[src/rtl/msx_cart_bus_if.sv]
// MSX cartridge pin front-end: synchronises the Z80 strobes and turns each access into one
// valid/ready transaction on the internal VDP I/O bus, returning read data on td with twait.
module msx_cart_bus_if #(
  parameter int unsigned SYNC_STAGES  = 2,
  parameter int unsigned WAIT_TIMEOUT = 255
) (
  input  logic       clk,
  input  logic       reset,
  input  logic       n_ce,
  input  logic       n_twr,
  input  logic       n_trd,
  input  logic [1:0] ta,
  input  logic [7:0] td_in,
  output logic [7:0] td_out,
  output logic       td_oe,
  output logic       twait,
  output logic       bus_valid,
  output logic       bus_write,
  output logic [1:0] bus_address,
  output logic [7:0] bus_wdata,
  input  logic       bus_ready,
  input  logic [7:0] bus_rdata,
  input  logic       bus_rdata_en
);

  localparam logic [7:0] TIMEOUT_CNT = 8'(WAIT_TIMEOUT);

  typedef enum logic [2:0] {IDLE, WR_REQ, RD_REQ, RD_DATA, RD_DRIVE, RELEASE} state_t;

  logic [SYNC_STAGES-1:0]      ce_sync, wr_sync, rd_sync;
  logic [SYNC_STAGES-1:0][1:0] a_sync;
  logic [SYNC_STAGES-1:0][7:0] d_sync;

  always_ff @(posedge clk or posedge reset) begin
    if (reset) begin
      ce_sync <= '1;
      wr_sync <= '1;
      rd_sync <= '1;
      a_sync  <= '0;
      d_sync  <= '0;
    end else begin
      ce_sync <= {ce_sync[SYNC_STAGES-2:0], n_ce};
      wr_sync <= {wr_sync[SYNC_STAGES-2:0], n_twr};
      rd_sync <= {rd_sync[SYNC_STAGES-2:0], n_trd};
      a_sync  <= {a_sync[SYNC_STAGES-2:0], ta};
      d_sync  <= {d_sync[SYNC_STAGES-2:0], td_in};
    end
  end

  logic       ce, wr, rd;
  logic [1:0] a;
  logic [7:0] d;
  assign ce = ce_sync[SYNC_STAGES-1];
  assign wr = wr_sync[SYNC_STAGES-1];
  assign rd = rd_sync[SYNC_STAGES-1];
  assign a  = a_sync[SYNC_STAGES-1];
  assign d  = d_sync[SYNC_STAGES-1];

  state_t     state, state_d;
  logic [7:0] wait_cnt, cnt_d;
  logic       rd_abort, abort_d;
  logic       valid_d, write_d, oe_d, twait_d;
  logic [1:0] addr_d;
  logic [7:0] wdata_d, tdo_d;

  logic accept, in_rd_wait, data_hit, timeout, released, abort_eff, rd_finish;
  assign accept     = bus_valid & bus_ready;
  assign in_rd_wait = (state == RD_REQ) || (state == RD_DATA);
  assign data_hit   = bus_rdata_en & (((state == RD_REQ) & accept) | (state == RD_DATA));
  assign timeout    = in_rd_wait && !data_hit && ((wait_cnt + 8'd1) == TIMEOUT_CNT);
  assign released   = rd | ce;
  // An abort is remembered so a later strobe cannot revive a read the Z80 already gave up on.
  assign abort_eff  = rd_abort | released;
  assign rd_finish  = data_hit | timeout;

  always_ff @(posedge clk or posedge reset) begin
    if (reset) begin
      state       <= IDLE;
      wait_cnt    <= '0;
      rd_abort    <= 1'b0;
      bus_valid   <= 1'b0;
      bus_write   <= 1'b0;
      bus_address <= '0;
      bus_wdata   <= '0;
      td_out      <= '0;
      td_oe       <= 1'b0;
      twait       <= 1'b0;
    end else begin
      state       <= state_d;
      wait_cnt    <= cnt_d;
      rd_abort    <= abort_d;
      bus_valid   <= valid_d;
      bus_write   <= write_d;
      bus_address <= addr_d;
      bus_wdata   <= wdata_d;
      td_out      <= tdo_d;
      td_oe       <= oe_d;
      twait       <= twait_d;
    end
  end

  always_comb begin
    state_d = state;
    case (state)
      IDLE: begin
        if (!ce && !wr)      state_d = WR_REQ;
        else if (!ce && !rd) state_d = RD_REQ;
      end
      WR_REQ:   if (accept) state_d = RELEASE;
      RD_REQ: begin
        if (rd_finish)   state_d = abort_eff ? IDLE : RD_DRIVE;
        else if (accept) state_d = RD_DATA;
      end
      RD_DATA:  if (rd_finish) state_d = abort_eff ? IDLE : RD_DRIVE;
      RD_DRIVE: if (released) state_d = IDLE;
      RELEASE:  if (ce || (wr && rd)) state_d = IDLE;
      default:  state_d = IDLE;
    endcase
  end

  // Next values of the registered outputs; the counter keeps running after an abort so an
  // unanswered aborted read still falls back to IDLE.
  always_comb begin
    cnt_d   = wait_cnt;
    abort_d = rd_abort;
    valid_d = bus_valid;
    write_d = bus_write;
    addr_d  = bus_address;
    wdata_d = bus_wdata;
    tdo_d   = td_out;
    oe_d    = td_oe;
    twait_d = twait;
    case (state)
      IDLE: begin
        cnt_d   = '0;
        abort_d = 1'b0;
        oe_d    = 1'b0;
        twait_d = 1'b0;
        if (!ce && !wr) begin
          valid_d = 1'b1;
          write_d = 1'b1;
          addr_d  = a;
          wdata_d = d;
        end else if (!ce && !rd) begin
          valid_d = 1'b1;
          write_d = 1'b0;
          addr_d  = a;
          twait_d = 1'b1;
        end
      end
      WR_REQ: if (accept) valid_d = 1'b0;
      RD_REQ, RD_DATA: begin
        cnt_d   = wait_cnt + 8'd1;
        abort_d = abort_eff;
        twait_d = !abort_eff;
        if (accept) valid_d = 1'b0;
        if (rd_finish) begin
          valid_d = 1'b0;
          twait_d = 1'b0;
          if (!abort_eff) begin
            tdo_d = data_hit ? bus_rdata : 8'hFF;
            oe_d  = 1'b1;
          end
        end
      end
      RD_DRIVE: if (released) oe_d = 1'b0;
      default: ;
    endcase
  end

endmodule
[config.mk]
export PLATFORM = sky130hd
export DESIGN_NAME = msx_cart_bus_if
export DESIGN_NICKNAME = d
export VERILOG_FILES = /design/src/rtl/msx_cart_bus_if.sv
export SDC_FILE = /design/constraint.sdc
export NUM_CORES = 1
export LEC_CHECK = 0
export CAP_MARGIN = 20
export CORE_MARGIN = 3
export CORE_UTILIZATION = 45
export DETAILED_ROUTE_END_ITERATION = 7
export PLACE_DENSITY = 0.77
export SETUP_SLACK_MARGIN = 0.4
export SLEW_MARGIN = 20
export SYNTH_ARGS = -nofsm -noshare
export SYNTH_HDL_FRONTEND = slang
export SYNTH_SLANG_ARGS = --single-unit
[constraint.sdc]
create_clock -name clk -period 1.7 [get_ports clk]
set_input_delay 0.17 -clock clk [delete_from_list [all_inputs] [get_ports clk]]
set_output_delay 0.17 -clock clk [all_outputs]
set_load 0.03 [all_outputs]
==> key figures, run 1 <==
Power and ir drop
  – Final Power: 5.240 mW
  – Leak: 1.649 nW
  – Maximum VDD drop: 861.4 uV
  – Pwr Density: 1449 nW/um^2

Logic synthesis
  – Seq/Total Area, Yosys: 0.6418
  – Netlist cell types: 45
  – Synthesized area: 2351 um^2
  – Mapped Cells: 188
  – Mean Syn Cell Area: 12.51 um^2
  – Syn Nets: 215
  – FF+latch count, synth: 60
  – Post-synth ARST share: 1.000
  – EDFF count, synth: 0
  – Yosys warning count: 0
  – Prevailing post-synth register cell: dfrtp_1

Worst setup path
  – Startpoint Class: flip-flop
  – Setup crit end kind: flip-flop
  – CP Class: flip-flop to flip-flop
  – Worst-path fanout max: 6
  – WP data required: 1930 ps
  – Reg-to-Reg Start: wait_cnt[0]$_DFFE_PP0P_
  – Worst Reg-to-Reg Cells: 8
  – Reg-to-Reg End: state[2]$_DFFE_PP0P_
  – Flop-to-flop setup slack: -190 ps
  – Arrival time worst endpoint: 2120 ps

Min path
  – Worst min path class: input port to flip-flop
  – Hold Path Origin: n_trd
  – Min-Delay Endpoint: rd_sync[0]$_DFF_PP1_
  – Hold depth: 1

Drt
  – DR WL met2: 2971 um
  – DRT antenna net count: 0
  – Wirelength per Cell: 17.29 um
  – Via Count: 1,996
  – Drt pass-1 iters: 6
  – DRC: 0
  – Met3 WL: 545 um
  – Routed WL: 6105 um
  – M1 wire length: 2421 um
  – Top Metal Used: met4
  – Iter 0 DRT Violations: 220
  – Routed vias/inst: 5.654

Clock network
  – Clk pin slew, worst setup/hold paths: 80 ps
  – CTS tree: built
  – H-tree Lvls: 3
  – Clk Latency, worst-skew pair: 340 ps
  – Clock Tree Buf Depth: 2
  – Clock sinks: 60
  – Clock Tree Root: clkbuf_8
  – CTS buffer count: 9

Global routing
  – Initial antenna violation count: 0
  – Global Route Usage Sum: 0.1865
  – Largest net degree at the start of global routing: 61
  – Grt total ovfl: 0
  – First-pass GRT wire length: 8776 um
  – Vias in the first global route: 1,829

Timing
  – Fin crit share: 1.112
  – Fmax: 528.8 MHz
  – Max Slew Vio Count: 0
  – # setup viols final: 14
  – RSZ-0062 raised after global routing: true
  – Slew at the pin with the worst max-slew slack: 565.5 ps
  – Setup TNS: -1628 ps
  – Fin. Hold Viols: 0
  – Minimum clock period: 1891 ps
  – Final WS setup: -191.1 ps
  – Slew HR: 0.6190
  – Setup Skew: 9.907 ps

Final layout
  – Synthesis-to-layout area growth: 53.86%
  – Non-filler cells, final: 353
  – Most common cell after layout, fill and taps aside: dfrtp_1
  – Antenna cell count: 0
  – Layout cell share with drive strength beyond 1: 0.4266
  – Fill cells: 320
  – Commonest cells after routing, fill and taps aside: 49 x dfrtp_1, 24 x clkdlybuf4s50_1, 24 x buf_4, 13 x buf_6
  – Final nets: 308

Placement
  – Port-buffer cells: 46
  – DP Worst Slack: -188.1 ps
  – Final Wtd Congestion: 0.9092
  – HPWL Detailed: 3235 um
  – Placed cells: 315

Floorplan
  – Rows: 25
  – Die Ht: 78.28 um
  – I/O pin total: 47
  – Horiz. Die Dim: 78.28 um
  – DIE AREA: 6128 um^2
  – Core Footprint: 4880 um^2
  – Initial Util: 0.4818

Flow run
  – # Max-Cap Violations: 0

Run status
  – Failing checks: setup timing
  – Outcome: complete, but fails checks
-- registers in the layout, summed over array words and instances, names as in the netlist, 2 cells and up --
| name | count |
|---|---|
| rd_sync | 2 |
| bus_address | 2 |
| wr_sync | 2 |
| ce_sync | 2 |
| state | 3 |
| bus_wdata | 8 |
| a_sync | 2 |
| d_sync | 8 |
| td_out | 8 |
| a | 2 |
| wait_cnt | 8 |
| d | 8 |
-- power breakdown --
part	leakage, nW	switching, mW	internal [mW]
sequential	0.732	0.206	1.72
clock	0.0779	0.603	0.531
combinational	0.839	1.17	1.01
total	1.65	1.98	3.26
-- through the flow --
| stage | utilization | hold slack, ps | instance area, um^2 |
|---|---|---|---|
| floorplan | - | 174.5 | 2381 |
| global placement | 0.6264 | 332.3 | 3057 |
| detailed placement | 0.6264 | 334.7 | 3057 |
| CTS | 0.6882 | 216.1 | 3358 |
| global route | 0.7413 | 219.6 | 3617 |
| finish | 0.7413 | 236.1 | 3617 |
-- Yosys cell counts (all sizes together), types with 3 or more instances --
cell type   n  share of area
o41ai       3          0.014
a31oi       3         0.0080
nor3        5          0.015
nand2      15          0.024
clkbuf      3         0.0048
inv         4         0.0064
o21ai      18          0.038
dfstp       6          0.067
buf         3         0.0069
nand4       4          0.017
nand3       4         0.0085
nor2       13          0.021
mux2       10          0.048
dfrtp      54           0.57
o22a        8          0.030
o21a        3         0.0096
-- metal layers --
metal  track usage  vias up
met5             0        -
li1              -      869
met4       0.08916        0
met3       0.05390       27
met2        0.2928      136
met1        0.2383      964
-- cell type report --
type / instances / area, um^2 / area share
Clock buffer: 9 / 123.9 / 0.03424
Multi-Input combinational cell: 118 / 1021 / 0.2823
Sequential cell: 60 / 1515 / 0.4189
Tap cell: 67 / 83.83 / 0.02318
Inverter: 5 / 26.28 / 0.007264
Timing Repair Buffer: 87 / 794.5 / 0.2196
Clock inverter: 7 / 52.55 / 0.01453
-- how the worst max path moves through the flow --
stage,from,to,slack [ps],depth (start not counted)
after global routing,wait_cnt[1]$_DFFE_PP0P_,state[2]$_DFFE_PP0P_,-250,8
after floorplan,wait_cnt[0]$_DFFE_PP0P_,twait$_DFFE_PP0P_,-60,7
after CTS,wait_cnt[1]$_DFFE_PP0P_,td_out[6]$_DFFE_PP0P_,-70,7
after global placement,wait_cnt[0]$_DFFE_PP0P_,td_out[7]$_DFFE_PP0P_,-100,7
after detailed placement,wait_cnt[0]$_DFFE_PP0P_,td_out[6]$_DFFE_PP0P_,-190,7
final,wait_cnt[0]$_DFFE_PP0P_,state[2]$_DFFE_PP0P_,-190,8
-- worst max-delay path, cell delays in order, from the launching register on --
cell	delay, ps
dfrtp_2	440
buf_6	140
a21bo_4	210
o21ai_2	60
a31oi_2	130
nor3_4	260
buf_6	160
nor3_4	50
o41ai_2	330
-- what timing repair did --
item | CTS | global route
hold endpoints to repair | 0 | 0
setup buffers | 4 | 14
endpoints found under the setup margin | 54 | 43
hold buffers | 0 | 0
gates cloned | 1 | 3
resized for setup | 57 | 57
pin swaps | 7 | 11
-- cell families (layout without fill, tap and decap cells) --
| kind of cell | Yosys count | count (layout) | synth area share |
|---|---|---|---|
| buffers and inverters | 11 | 108 | 0.01969 |
| adder cells (fa/ha/maj) | 2 | 2 | 0.01064 |
| AND/OR/NAND/NOR | 52 | 53 | 0.1171 |
| multiplexers | 11 | 11 | 0.05216 |
| flip-flops | 60 | 60 | 0.6418 |
| XOR/XNOR | 2 | 2 | 0.007452 |
| AO/OA/AOI/OAI | 50 | 50 | 0.1511 |
Note: power is estimated with default switching activity, not from simulation.
==> run 2, diff against run 1 <==
Settings changed: SLEW_MARGIN 20 to unset.
==> results of run 2 <==
Final layout, timing and power as in run 1 (identical DEF).
